File: src/rtl/ps_pl_mem_arbiter_pkg.sv
// Shared types and defaults for the PS/PL shared-memory arbiter.
package ps_pl_mem_arbiter_pkg;

  localparam int ADDR_W_DEF = 8;
  localparam int DATA_W_DEF = 32;

  typedef enum logic [2:0] {
    PS_OWN = 3'd0,
    LAUNCH = 3'd1,
    PL_RUN = 3'd2,
    DRAIN  = 3'd3,
    DONE   = 3'd4
  } arb_state_e;

  function automatic logic is_busy(input arb_state_e s);
    return (s == LAUNCH) || (s == PL_RUN) || (s == DRAIN);
  endfunction

endpackage

File: src/rtl/ps_pl_mem_arbiter_watchdog.sv
// PL_RUN timeout counter: held at zero while idle, pulses expire on its last run cycle.
// Only instantiated by ps_pl_mem_arbiter when ARB_WATCHDOG_EN is defined.
module arb_watchdog #(
  parameter int WDOG_CYCLES = 1024
) (
  input  logic clk,
  input  logic rst,
  input  logic run,
  output logic expire
);

  localparam int CNT_W = (WDOG_CYCLES > 2) ? $clog2(WDOG_CYCLES) : 1;
  localparam logic [CNT_W-1:0] LAST = CNT_W'(WDOG_CYCLES - 1);

  logic [CNT_W-1:0] count_q;
  logic [CNT_W-1:0] count_d;

  always_comb begin
    count_d = count_q;
    if (!run) begin
      count_d = '0;
    end else begin
      count_d = count_q + {{(CNT_W-1){1'b0}}, 1'b1};
    end
  end

  always_ff @(posedge clk) begin
    if (rst) begin
      count_q <= '0;
    end else begin
      count_q <= count_d;
    end
  end

  assign expire = run && (count_q == LAST);

endmodule

File: src/rtl/ps_pl_mem_arbiter.sv
// Arbitrates the shared operand/result memory between PS and PL by ownership state.
// Optional PL_RUN timeout is enabled with the ARB_WATCHDOG_EN macro.
module ps_pl_mem_arbiter
  import ps_pl_mem_arbiter_pkg::*;
#(
  parameter int ADDR_W      = ADDR_W_DEF,
  parameter int DATA_W      = DATA_W_DEF,
  parameter int WDOG_CYCLES = 1024
) (
  input  logic              clk,
  input  logic              rst,
  input  logic              ps_req,
  input  logic              ps_we,
  input  logic [ADDR_W-1:0] ps_addr,
  input  logic [DATA_W-1:0] ps_wdata,
  output logic              ps_gnt,
  input  logic              ps_start,
  input  logic              ps_clear,
  input  logic              pl_req,
  input  logic              pl_we,
  input  logic [ADDR_W-1:0] pl_addr,
  input  logic [DATA_W-1:0] pl_wdata,
  output logic              pl_gnt,
  input  logic              pl_finish,
  output logic              pl_launch,
  output logic              mem_en,
  output logic              mem_we,
  output logic [ADDR_W-1:0] mem_addr,
  output logic [DATA_W-1:0] mem_wdata,
  output logic              busy,
  output logic              done,
  output logic              err
);

  arb_state_e        state_q, state_d;
  logic              pl_launch_q, pl_launch_d;
  logic              mem_en_q, mem_en_d;
  logic              mem_we_q, mem_we_d;
  logic [ADDR_W-1:0] mem_addr_q, mem_addr_d;
  logic [DATA_W-1:0] mem_wdata_q, mem_wdata_d;
  logic              busy_q, busy_d;
  logic              done_q, done_d;
  logic              err_q, err_d;
  logic              err_set_s;
  logic              wdog_expire_s;

  assign ps_gnt = ps_req && ((state_q == PS_OWN) || (state_q == DONE));
  assign pl_gnt = pl_req && (state_q == PL_RUN);

`ifdef ARB_WATCHDOG_EN
  arb_watchdog #(
    .WDOG_CYCLES(WDOG_CYCLES)
  ) u_wdog (
    .clk   (clk),
    .rst   (rst),
    .run   (state_q == PL_RUN),
    .expire(wdog_expire_s)
  );
`else
  assign wdog_expire_s = 1'b0;
`endif

  always_ff @(posedge clk) begin
    if (rst) begin
      state_q     <= PS_OWN;
      pl_launch_q <= 1'b0;
      mem_en_q    <= 1'b0;
      mem_we_q    <= 1'b0;
      mem_addr_q  <= '0;
      mem_wdata_q <= '0;
      busy_q      <= 1'b0;
      done_q      <= 1'b0;
      err_q       <= 1'b0;
    end else begin
      state_q     <= state_d;
      pl_launch_q <= pl_launch_d;
      mem_en_q    <= mem_en_d;
      mem_we_q    <= mem_we_d;
      mem_addr_q  <= mem_addr_d;
      mem_wdata_q <= mem_wdata_d;
      busy_q      <= busy_d;
      done_q      <= done_d;
      err_q       <= err_d;
    end
  end

  // A start while the PL owns the memory is dropped but flagged; a timeout is also flagged.
  always_comb begin
    state_d   = state_q;
    err_set_s = 1'b0;
    case (state_q)
      PS_OWN: begin
        if (ps_start) state_d = LAUNCH;
        else          state_d = PS_OWN;
      end
      LAUNCH: begin
        state_d   = PL_RUN;
        err_set_s = ps_start;
      end
      PL_RUN: begin
        if (pl_finish) begin
          state_d   = DRAIN;
          err_set_s = ps_start;
        end else if (wdog_expire_s) begin
          state_d   = DRAIN;
          err_set_s = 1'b1;
        end else begin
          state_d   = PL_RUN;
          err_set_s = ps_start;
        end
      end
      DRAIN: begin
        state_d   = DONE;
        err_set_s = ps_start;
      end
      DONE: begin
        if (ps_start)      state_d = LAUNCH;
        else if (ps_clear) state_d = PS_OWN;
        else               state_d = DONE;
      end
      default: begin
        state_d = PS_OWN;
      end
    endcase
  end

  always_comb begin
    mem_en_d    = ps_gnt || pl_gnt;
    mem_we_d    = 1'b0;
    mem_addr_d  = mem_addr_q;
    mem_wdata_d = mem_wdata_q;
    if (ps_gnt) begin
      mem_we_d    = ps_we;
      mem_addr_d  = ps_addr;
      mem_wdata_d = ps_wdata;
    end else if (pl_gnt) begin
      mem_we_d    = pl_we;
      mem_addr_d  = pl_addr;
      mem_wdata_d = pl_wdata;
    end else begin
      mem_we_d    = 1'b0;
    end

    pl_launch_d = (state_q == LAUNCH);
    busy_d      = is_busy(state_d);
    done_d      = (state_d == DONE);

    // A relaunch from DONE takes priority over clear, so status is kept.
    if (err_set_s) begin
      err_d = 1'b1;
    end else if ((state_q == DONE) && ps_clear && !ps_start) begin
      err_d = 1'b0;
    end else begin
      err_d = err_q;
    end
  end

  assign pl_launch = pl_launch_q;
  assign mem_en    = mem_en_q;
  assign mem_we    = mem_we_q;
  assign mem_addr  = mem_addr_q;
  assign mem_wdata = mem_wdata_q;
  assign busy      = busy_q;
  assign done      = done_q;
  assign err       = err_q;

endmodule

File: config.mk
export PLATFORM = sky130hd
export DESIGN_NAME = ps_pl_mem_arbiter
export DESIGN_NICKNAME = d
export VERILOG_FILES = /design/src/rtl/ps_pl_mem_arbiter_pkg.sv /design/src/rtl/ps_pl_mem_arbiter_watchdog.sv /design/src/rtl/ps_pl_mem_arbiter.sv
export SDC_FILE = /design/constraint.sdc
export NUM_CORES = 1
export LEC_CHECK = 0
export CAP_MARGIN = 25
export CORE_ASPECT_RATIO = 1.25
export CORE_UTILIZATION = 41
export CTS_BUF_LIST = sky130_fd_sc_hd__clkbuf_4
export CTS_CLUSTER_DIAMETER = 50
export DETAILED_ROUTE_END_ITERATION = 8
export MAX_ROUTING_LAYER = met4
export PLACE_DENSITY_LB_ADDON = 0.08
export REMOVE_ABC_BUFFERS = 1
export SYNTH_ARGS = -nofsm -noshare
export SYNTH_HDL_FRONTEND = slang
export SYNTH_SLANG_ARGS = --single-unit
File: constraint.sdc
create_clock -name clk -period 2.2 [get_ports clk]
set_input_delay 0.44 -clock clk [delete_from_list [all_inputs] [get_ports clk]]
set_output_delay 0.44 -clock clk [all_outputs]
set_load 0.02 [all_outputs]
==> results of run 1 <==
-- worst max-delay path, stage by stage --
cell and delay, ns:
clkdlybuf4s50_1 0.45, or3b_4 0.41, inv_6 0.12, buf_4 0.16
-- flip-flops by register name, indices dropped and copies added (netlist names) --
register	cells
mem_wdata	32
mem_addr	8
state_q	3
busy	1
done	1
err	1
mem_en	1
mem_we	1
pl_launch	1
-- layout make-up --
type                    count  area, µm²  share of cell area (%)
flip-flops and latches     49      980.9                   24.32
multi-input cells         183       1361                   33.75
repair buffers            150       1520                   37.69
clock inverters             1      3.754                 0.09305
inverters                   3      16.27                  0.4032
clock buffers               6      45.04                   1.117
well taps                  85      106.4                   2.636
-- per-layer routing --
metal	routed length, µm	track usage [%]	vias up	part of all wire (%)
li1	-	-	1206	-
met1	2767	25.95	1157	40
met2	3701	38.64	79	53
met3	391	4.505	4	5.6
met4	80	6.250	0	1.2
met5	0	-	-	0
-- power groups by stage --
| stage | logic (mW) | registers (mW) | clock network, mW |
|---|---|---|---|
| after floorplan | 0.490 | 1.24 | 0 |
| after global placement | 1.23 | 1.09 | 0 |
| after detailed placement | 1.24 | 1.09 | 0 |
| after CTS | 1.25 | 1.07 | 0.419 |
| after global routing | 1.32 | 1.09 | 0.462 |
| final | 1.23 | 1.07 | 0.397 |
-- how the worst max path moves through the flow --
| stage | startpoint | end | cells after the start |
|---|---|---|---|
| 2_1_floorplan | ps_req | mem_addr[0] | 4 |
| 3_3_place_gp | pl_req | pl_gnt | 3 |
| 3_5_place_dp | pl_req | pl_gnt | 3 |
| 4_1_cts | ps_req | ps_gnt | 4 |
| 5_1_grt | ps_req | ps_gnt | 4 |
| 6_report | ps_req | ps_gnt | 4 |
-- cells by family after synthesis --
family	after synthesis
AND/OR/NAND/NOR	135
buffers and inverters	34
XOR/XNOR	1
multiplexers	1
AO/OA/AOI/OAI	46
flip-flops	49
-- through the flow --
stage	hold slack [ns]	power [mW]	TNS (ns)	utilization [%]	instance area, µm²
floorplan	0.4971	1.729	-40.32	-	2359
global placement	0.4909	2.317	-0.01769	63.82	3986
detailed placement	0.4823	2.337	-0.01382	63.82	3986
CTS	0.5034	2.737	0	64.58	4034
global route	0.5443	2.872	0	64.58	4034
finish	0.5002	2.696	0	64.58	4034
-- cells in the final DEF, fill, tap and decap left out, drive strengths merged --
cell,synthesis,final
xnor2,1,1
nor2,6,6
nor4,1,1
o21ai,1,1
or3b,1,1
or2,1,1
a311oi,40,40
clkinv,0,1
clkbuf,6,6
dfxtp,49,49
a2bb2oi,2,2
mux2i,1,1
a221oi,1,1
clkdlybuf4s50,0,133
a22oi,1,1
inv,3,3
nor4b,1,1
nor3,43,43
and4bb,1,1
buf,21,16
nor2b,1,1
nand2,80,80
dlygate4sd2,0,1
a31o,1,1
-- repair_timing --
action	in CTS	in global routing
resized for setup	1	0
endpoints found under the setup margin	1	0
hold endpoints to repair	0	0
==> reports/results.tsv, run 1 <==
stage	metric	value	unit
critical_path	r2r setup slk	0.37	ns
timing	Final min period	2.023	ns
place	DP Cell Count	470	
finish	share of cells above drive strength 1	27.55	%
timing	Hold Violations, Final	0	
power_and_ir_drop	combinational share of power	45.6	%
finish	fill cell count	545	
critical_path	crit path max fanout	6	
logic_synthesis	syn_area_per_cell	10.03	µm²
status	status	complete, no violations	
power_and_ir_drop	power density over the cells	668.4	nW/µm²
routing	Pre-antenna DRT Iters	4	
logic_synthesis	area share of the largest cell type after synthesis	36.76	%
min_path	Hold Path Origin	err	
critical_path	CP Capture Type	output port	
routing	DR iter-0 viols	72	
clock_tree	Clock Tree Root	clkbuf_4	
logic_synthesis	Post-Synth Simple-Gate Area	26.02	%
logic_synthesis	top post-synthesis cells by area	dfxtp_1 37%, a311oi_2 23%, nand2_2 9.4%	
die	# IOs	137	
routing	vias post-DR	2446	
die	Chip Height	92.21	µm
clock_tree	CTS H-tree lvls	2	
global_route	first-pass GRT wire length	11490	µm
logic_synthesis	largest area contributor in the netlist	dfxtp_1	
place	number of I/O port buffers	136	
finish	Final #Nets	481	
min_path	Hold EP	err	
place	DP HPWL	5103	µm
timing	Setup-failing EPs final	0	
logic_synthesis	adder-cell share of the synthesized area	0	%
die	number of core rows	32	
power_and_ir_drop	P_leak	1.421	nW
logic_synthesis	Post-Syn Area	2669	µm²
critical_path	crit start category	input port	
min_path	worst min path class	flip-flop to flip-flop	
timing	Worst slew margin	64.25	%
timing	period utilization	91.95	%
min_path	hold depth	2	
flow_run	max_cap viols	0	
logic_synthesis	Seq cells post-synth	49	
timing	Setup WS post-layout	0.1771	ns
logic_synthesis	post-synthesis mux area share	0.3751	%
die	Initial Utilization	42.73	%
clock_tree	Num Clock Sinks	49	
power_and_ir_drop	Int Power	1.759	mW
logic_synthesis	Syn Inst Count	266	
timing	worst slew pin tran	0.5363	ns
routing	drt drc	0	
logic_synthesis	top cells by count, synth	49 x dfxtp_1, 42 x nor3_1, 40 x a311oi_2, 40 x nand2_1, 40 x nand2_2	
clock_tree	Setup Fix Bufs, Post-CTS	0	
logic_synthesis	count leader, synth	dfxtp_1	
routing	Routed Antenna Nets	0	
logic_synthesis	largest family of logic cells by synthesized area	simple AND/OR/NAND/NOR gates	
timing	Max Freq	494.3	MHz
routing	per-cell routed wire length	14.55	µm
clock_tree	clock-pin slew on the worst setup and hold paths	0.12	ns
finish	Area Overhead vs Synth	51.15	%
logic_synthesis	Async SR Flop Fraction	0	%
critical_path	r2r startpoint	state_q[0]	
clock_tree	Clock Latency Late Sink	0.35	ns
clock_tree	cts hold-fix bufs	0	
place	GPL Wtd Cong	0.7771	
place	worst slack, placed	-0.01382	ns
global_route	GRT Residual Overflow	0	
global_route	GRT Resource Usage Total	22.47	%
critical_path	worst path arrival time	1.58	ns
die	Die ar.	6838	µm²
critical_path	Critical Path RT	1.76	ns
timing	skew final	0.01257	ns
routing	DRT Wirelength	6939	µm
critical_path	Setup Crit Path Kind	input port to output port	
timing	Slew Limit Fails	0	
power_and_ir_drop	Sw Ratio	34.76	%
power_and_ir_drop	NetSw	0.9373	mW
clock_tree	maximum buffer depth of the clock tree	2	
critical_path	R2R cell count	5	
finish	ant diodes	0	
clock_tree	Num CTS Buffers	5	
die	core area	6246	µm²
logic_synthesis	Synth Area in Compound Gates	24.29	%
critical_path	RR Endpoint	mem_wdata[25]	
logic_synthesis	Synth Area in XOR/XNOR	0.3282	%
logic_synthesis	number of synthesized flops with an enable pin	0	
routing	routed vias/inst	5.128	
logic_synthesis	Distinct cells, synth	29	
global_route	pin count of the biggest net entering global routing	41	
global_route	vias in the first global route	2416	
power_and_ir_drop	Clock Power Share	14.7	%
logic_synthesis	sequential area share after synthesis	36.76	%
logic_synthesis	Synth Warn #	0	
timing	RSZ-0062 raised after global routing	no	
power_and_ir_drop	Peak VDD IR	0.3047	mV
finish	Layout Cells excl Fill	477	
die	chip width	74.16	µm
global_route	initial antenna violation count	0	
power_and_ir_drop	share of power burned in registers	39.7	%
logic_synthesis	Primary FF master, synth	dfxtp_1	
clock_tree	CTS tree	done	
Note: power is estimated with default switching activity, not from simulation.
==> inputs of run 2 (changes only) <==
--- a/config.mk
+++ b/config.mk
@@ -9,2 +9,3 @@
 export CORE_ASPECT_RATIO = 1.25
+export CORE_MARGIN = 2
 export CORE_UTILIZATION = 41
==> constraint.sdc (replaced) <==
create_clock -name clk -period 2.2 [get_ports clk]
set_input_delay 0.22 -clock clk [delete_from_list [all_inputs] [get_ports clk]]
set_output_delay 0.22 -clock clk [all_outputs]
set_load 0.02 [all_outputs]
==> run 2 against run 1 <==
  * Global-route usage shrank 2.2 points
  * Critical path depth shrank 2
  * Final area shrank 1.3%
  * Critical endpoint is now pl_gnt
==> reports/results.tsv, run 2 (same netlist as run 1, synthesis figures left out) <==
stage	metric	value	unit
die	Die ar.	7175	µm²
timing	TNS Setup	0	ns
critical_path	Worst Path Buf+Inv	1	
clock_tree	post_cts resized	1	
critical_path	worst stage delay on the critical path	0.63	ns
finish	ant diodes	0	
critical_path	CP max stage cell	clkdlybuf4s50_1	
clock_tree	Num CTS Buffers	5	
routing	Pre-antenna DRT Iters	4	
place	worst slack, placed	0.1484	ns
critical_path	CP Capture Type	output port	
min_path	Hold EP	state_q[2]	
global_route	initial antenna violation count	0	
global_route	vias in the first global route	2397	
critical_path	Critical Path RT	1.98	ns
finish	Largest register FFs	32	
power_and_ir_drop	share of power burned in registers	40.3	%
global_route	pin count of the biggest net entering global routing	41	
power_and_ir_drop	power density over the cells	671.6	nW/µm²
finish	Layout Cells excl Fill	474	
timing	Slew Limit Fails	0	
clock_tree	clock-pin slew on the worst setup and hold paths	0.14	ns
routing	drt drc	0	
clock_tree	maximum buffer depth of the clock tree	2	
finish	Final #Nets	477	
timing	Max Freq	486.5	MHz
place	DP Cell Count	466	
routing	per-cell routed wire length	15.03	µm
min_path	hold depth	2	
timing	Hold Violations, Final	0	
critical_path	r2r setup slk	0.39	ns
global_route	first-pass GRT wire length	11390	µm
routing	vias post-DR	2407	
finish	Reg area	980.9	µm²
routing	Routed Antenna Nets	0	
power_and_ir_drop	Int Power	1.722	mW
finish	share of cells above drive strength 1	26.48	%
critical_path	worst path arrival time	1.84	ns
timing	worst slew pin tran	0.4440	ns
power_and_ir_drop	Sw Ratio	35.61	%
timing	skew final	0.002839	ns
clock_tree	CTS tree	done	
power_and_ir_drop	combinational share of power	44.8	%
die	Chip Height	94.21	µm
min_path	worst min path class	input port to flip-flop	
clock_tree	CTS H-tree lvls	2	
clock_tree	Setup Fix Bufs, Post-CTS	0	
power_and_ir_drop	Peak VDD IR	0.3553	mV
global_route	GRT Resource Usage Total	20.27	%
finish	most frequent cells in the layout	134 x clkdlybuf4s50_1, 49 x dfxtp_1, 42 x nor3_1	
critical_path	crit path max fanout	9	
die	Initial Utilization	42.73	%
timing	Setup-failing EPs final	0	
status	status	complete, no violations	
power_and_ir_drop	Clock Power Share	15.0	%
power_and_ir_drop	P_leak	1.390	nW
global_route	GRT Residual Overflow	0	
power_and_ir_drop	NetSw	0.9526	mW
die	number of core rows	32	
critical_path	crit path cell chain	and4bb_2, clkdlybuf4s50_1	
finish	multi-input logic area	1361	µm²
place	number of I/O port buffers	136	
power_and_ir_drop	Pwr Total	2.675	mW
clock_tree	Num Clock Sinks	49	
clock_tree	Clock Latency Late Sink	0.35	ns
critical_path	crit start category	flip-flop	
finish	fill cell count	593	
timing	Final min period	2.056	ns
critical_path	CP delay by family, top	buffers and inverters	
flow_run	max_cap viols	0	
die	chip width	76.16	µm
routing	DRT Wirelength	7122	µm
clock_tree	Clock Tree Root	clkbuf_4	
timing	Setup WS post-layout	0.1444	ns
critical_path	Setup Crit Path Kind	flip-flop to output port	
place	DP HPWL	5088	µm
die	# IOs	137	
timing	Worst slew margin	70.40	%
routing	routed vias/inst	5.078	
min_path	Hold Path Origin	rst	
clock_tree	cts hold-fix bufs	0	
critical_path	r2r startpoint	state_q[0]	
critical_path	R2R cell count	5	
finish	Area Overhead vs Synth	49.23	%
place	GPL Wtd Cong	0.7267	
timing	period utilization	93.44	%
routing	DR iter-0 viols	142	
critical_path	RR Endpoint	mem_addr[3]	
die	core area	6246	µm²
finish	commonest non-fill, non-tap cell in the layout	clkdlybuf4s50_1	
timing	RSZ-0062 raised after global routing	no	
==> run 2: cell types whose count changed in the layout (fill, tap and decap cells not counted), sizes merged <==
cell	delta
buf	-5
clkbuf	-1
clkdlybuf4s50	+1
clkinv	+2
==> run 2: area by class of cell <==
class	instances	area share, %
clock buffers	5	0.9425
clock inverters	3	0.3142
inverters	3	0.4084
multi-input cells	183	34.18
flip-flops and latches	49	24.63
well taps	85	2.670
repair buffers	146	36.85
==> run 2: how the worst max path moves through the flow <==
stage | start | to | slack [ns] | cells past startpoint
after global routing | state_q[1] | pl_gnt | 0.04 | 2
after detailed placement | ps_req | mem_wdata[13] | 0.15 | 7
final | state_q[1] | pl_gnt | 0.14 | 2
after CTS | state_q[1] | pl_gnt | 0.1 | 2
after floorplan | state_q[1] | mem_addr[0] | -0.99 | 3
after global placement | ps_req | ps_gnt | 0.15 | 4
==> run 2: worst reg2reg max path, delay by kind of cell, from the launching register on <==
kind	cells	cell delay, ns
compound gates	1	0.28
simple gates	2	0.59
buf+inv	2	0.45
flops	1	0.42
==> run 2: through the flow <==
| step | instance area, µm² | hold WS, ns | utilization [%] |
|---|---|---|---|
| 2_1_floorplan | 2359 | 0.2879 | - |
| 3_3_place_gp | 3934 | 0.4859 | 62.98 |
| 3_5_place_dp | 3934 | 0.5008 | 62.98 |
| 4_1_cts | 3983 | 0.2400 | 63.76 |
| 5_1_grt | 3983 | 0.2790 | 63.76 |
| 6_report | 3983 | 0.2568 | 63.76 |
==> run 2: power by group through the flow <==
stage / clock network, mW / registers (mW) / logic, mW
floorplan: 0 / 1.24 / 0.490
global placement: 0 / 1.09 / 1.20
detailed placement: 0 / 1.10 / 1.21
CTS: 0.424 / 1.08 / 1.21
global route: 0.457 / 1.10 / 1.28
finish: 0.400 / 1.08 / 1.20
==> run 2: layer usage <==
metal  global-route usage [%]  share of wire [%]
met5                        -                  0
met2                    34.75                 52
met4                    5.606                1.1
met3                    5.385                5.8
met1                    23.65                 41
==> inputs of run 3 (changes only) <==
PLACE_DENSITY_LB_ADDON = 0.15   (was 0.08)
==> run 3 against run 2 <==
  * Final cell count increased by 0.42%
  * Die area unchanged
  * Core utilization increased by 0.10 points
  * Total power decreased by 0.67%
  * Final area increased by 0.16%
  * Register-to-register slack improved by 0.11 ns
  * Hold slack improved by 0.036 ns
  * Critical path depth unchanged
  * Critical endpoint unchanged
  * Largest cell class unchanged
  * Largest power group unchanged
==> reports/results.tsv, run 3 (same netlist as run 1, synthesis figures left out) <==
stage	metric	value	unit
routing	vias post-DR	2450	
timing	Worst slew margin	68.45	%
timing	period utilization	93.19	%
place	worst slack, placed	0.1860	ns
place	DP HPWL	4863	µm
critical_path	R2R cell count	5	
finish	most frequent cells in the layout	134 x clkdlybuf4s50_1, 49 x dfxtp_1, 42 x nor3_1	
place	GPL Wtd Cong	0.7681	
finish	Layout Cells excl Fill	476	
timing	worst hold margin	0.2925	ns
place	Cell Area, Placed	3936	µm²
min_path	worst min path class	input port to flip-flop	
finish	Final #Nets	479	
routing	Pre-antenna DRT Iters	4	
place	DP Cell Count	468	
critical_path	WP depth	2	
die	Chip Height	94.21	µm
clock_tree	Num CTS Buffers	5	
place	number of I/O port buffers	136	
critical_path	r2r setup slk	0.50	ns
timing	Hold Violations, Final	0	
min_path	hold depth	2	
power_and_ir_drop	P_leak	1.407	nW
power_and_ir_drop	Peak VDD IR	0.4012	mV
finish	commonest non-fill, non-tap cell in the layout	clkdlybuf4s50_1	
finish	share of cells above drive strength 1	26.85	%
clock_tree	CTS tree	done	
finish	Largest register FFs	32	
critical_path	critical path startpoint	state_q[1]	
clock_tree	CTS H-tree lvls	2	
die	Initial Utilization	42.73	%
timing	Setup WS post-layout	0.1498	ns
timing	RSZ-0062 raised after global routing	no	
status	status	complete, no violations	
die	chip width	76.16	µm
timing	skew final	0.007105	ns
critical_path	CP Capture Type	output port	
clock_tree	Num Clock Sinks	49	
finish	post-route cell area	3989	µm²
routing	DRT Wirelength	6882	µm
clock_tree	Clock Latency Late Sink	0.35	ns
power_and_ir_drop	power density over the cells	666.1	nW/µm²
global_route	initial antenna violation count	0	
die	number of core rows	32	
critical_path	Critical Path RT	1.98	ns
critical_path	CP max stage cell	clkdlybuf4s50_1	
routing	routed vias/inst	5.147	
critical_path	RR Endpoint	mem_wdata[20]	
timing	Max Freq	487.8	MHz
finish	ant diodes	0	
timing	Slew Limit Fails	0	
routing	Routed Antenna Nets	0	
global_route	GRT Resource Usage Total	20.14	%
timing	Final min period	2.050	ns
clock_tree	maximum buffer depth of the clock tree	2	
die	# IOs	137	
critical_path	worst stage delay on the critical path	0.64	ns
finish	Reg area	980.9	µm²
power_and_ir_drop	Pwr Total	2.657	mW
clock_tree	Clock Tree Root	clkbuf_4	
routing	drt drc	0	
min_path	Hold EP	state_q[2]	
global_route	GRT Residual Overflow	0	
critical_path	r2r startpoint	state_q[0]	
flow_run	max_cap viols	0	
routing	DR iter-0 viols	59	
timing	worst slew pin tran	0.4732	ns
timing	Setup-failing EPs final	0	
routing	per-cell routed wire length	14.46	µm
clock_tree	clock-pin slew on the worst setup and hold paths	0.14	ns
critical_path	crit path max fanout	9	
global_route	first-pass GRT wire length	11400	µm
die	Die ar.	7175	µm²
global_route	pin count of the biggest net entering global routing	41	
critical_path	worst path arrival time	1.83	ns
die	core area	6246	µm²
finish	Area Overhead vs Synth	49.46	%
critical_path	crit path cell chain	and4bb_2, clkdlybuf4s50_1	
global_route	vias in the first global route	2377	
critical_path	CP delay by family, top	buffers and inverters	
critical_path	crit start category	flip-flop	
critical_path	Worst Path Buf+Inv	1	
critical_path	Setup Crit Path Kind	flip-flop to output port	
finish	multi-input logic area	1361	µm²
finish	fill cell count	571	
min_path	Hold Path Origin	rst	
run 3: layer usage:
layer | global-route usage [%] | vias to the layer above | wire [µm]
li1 | - | 1207 | -
met1 | 23.52 | 1161 | 2888
met2 | 35.86 | 80 | 3641
met3 | 3.654 | 2 | 325
met4 | 5.455 | 0 | 27
met5 | - | - | 0
run 3: area by class of cell:
| type | count | area share (%) |
|---|---|---|
| Sequential cell | 49 | 24.59 |
| Multi-Input combinational cell | 183 | 34.13 |
| Tap cell | 85 | 2.666 |
| Clock inverter | 3 | 0.3137 |
| Clock buffer | 5 | 0.9410 |
| Timing Repair Buffer | 148 | 36.95 |
| Inverter | 3 | 0.4078 |
run 3: worst max path at each step:
stage / slack (ns) / end
2_1_floorplan: -0.99 / mem_addr[0]
3_3_place_gp: 0.15 / ps_gnt
3_5_place_dp: 0.19 / ps_gnt
4_1_cts: 0.03 / ps_gnt
5_1_grt: 0.04 / pl_gnt
6_report: 0.15 / pl_gnt
run 3: power by group:
part,leakage (nW),switching (mW),internal [mW]
Sequential,0.406,0.0653,1.01
Clock,0.0300,0.278,0.117
Combinational,0.971,0.597,0.589
Total,1.41,0.941,1.72
run 3: worst reg2reg max path, cell delays in order, from the launching register on:
cell,delay (ns)
dfxtp_1,0.41
or3b_4,0.46
inv_6,0.09
buf_4,0.32
nor3_1,0.11
a311oi_2,0.24
run 3: timing repair:
action	in CTS	in global routing
hold buffers	0	0
resized for setup	0	1
hold endpoints to repair	0	0
endpoints found under the setup margin	0	1
buffers inserted	0	0
run 3: through the flow:
stage | utilization, % | setup TNS [ns]
global route | 63.86 | 0
detailed placement | 63.02 | 0
CTS | 63.82 | 0
floorplan | - | -39.55
finish | 63.86 | 0
global placement | 63.02 | 0
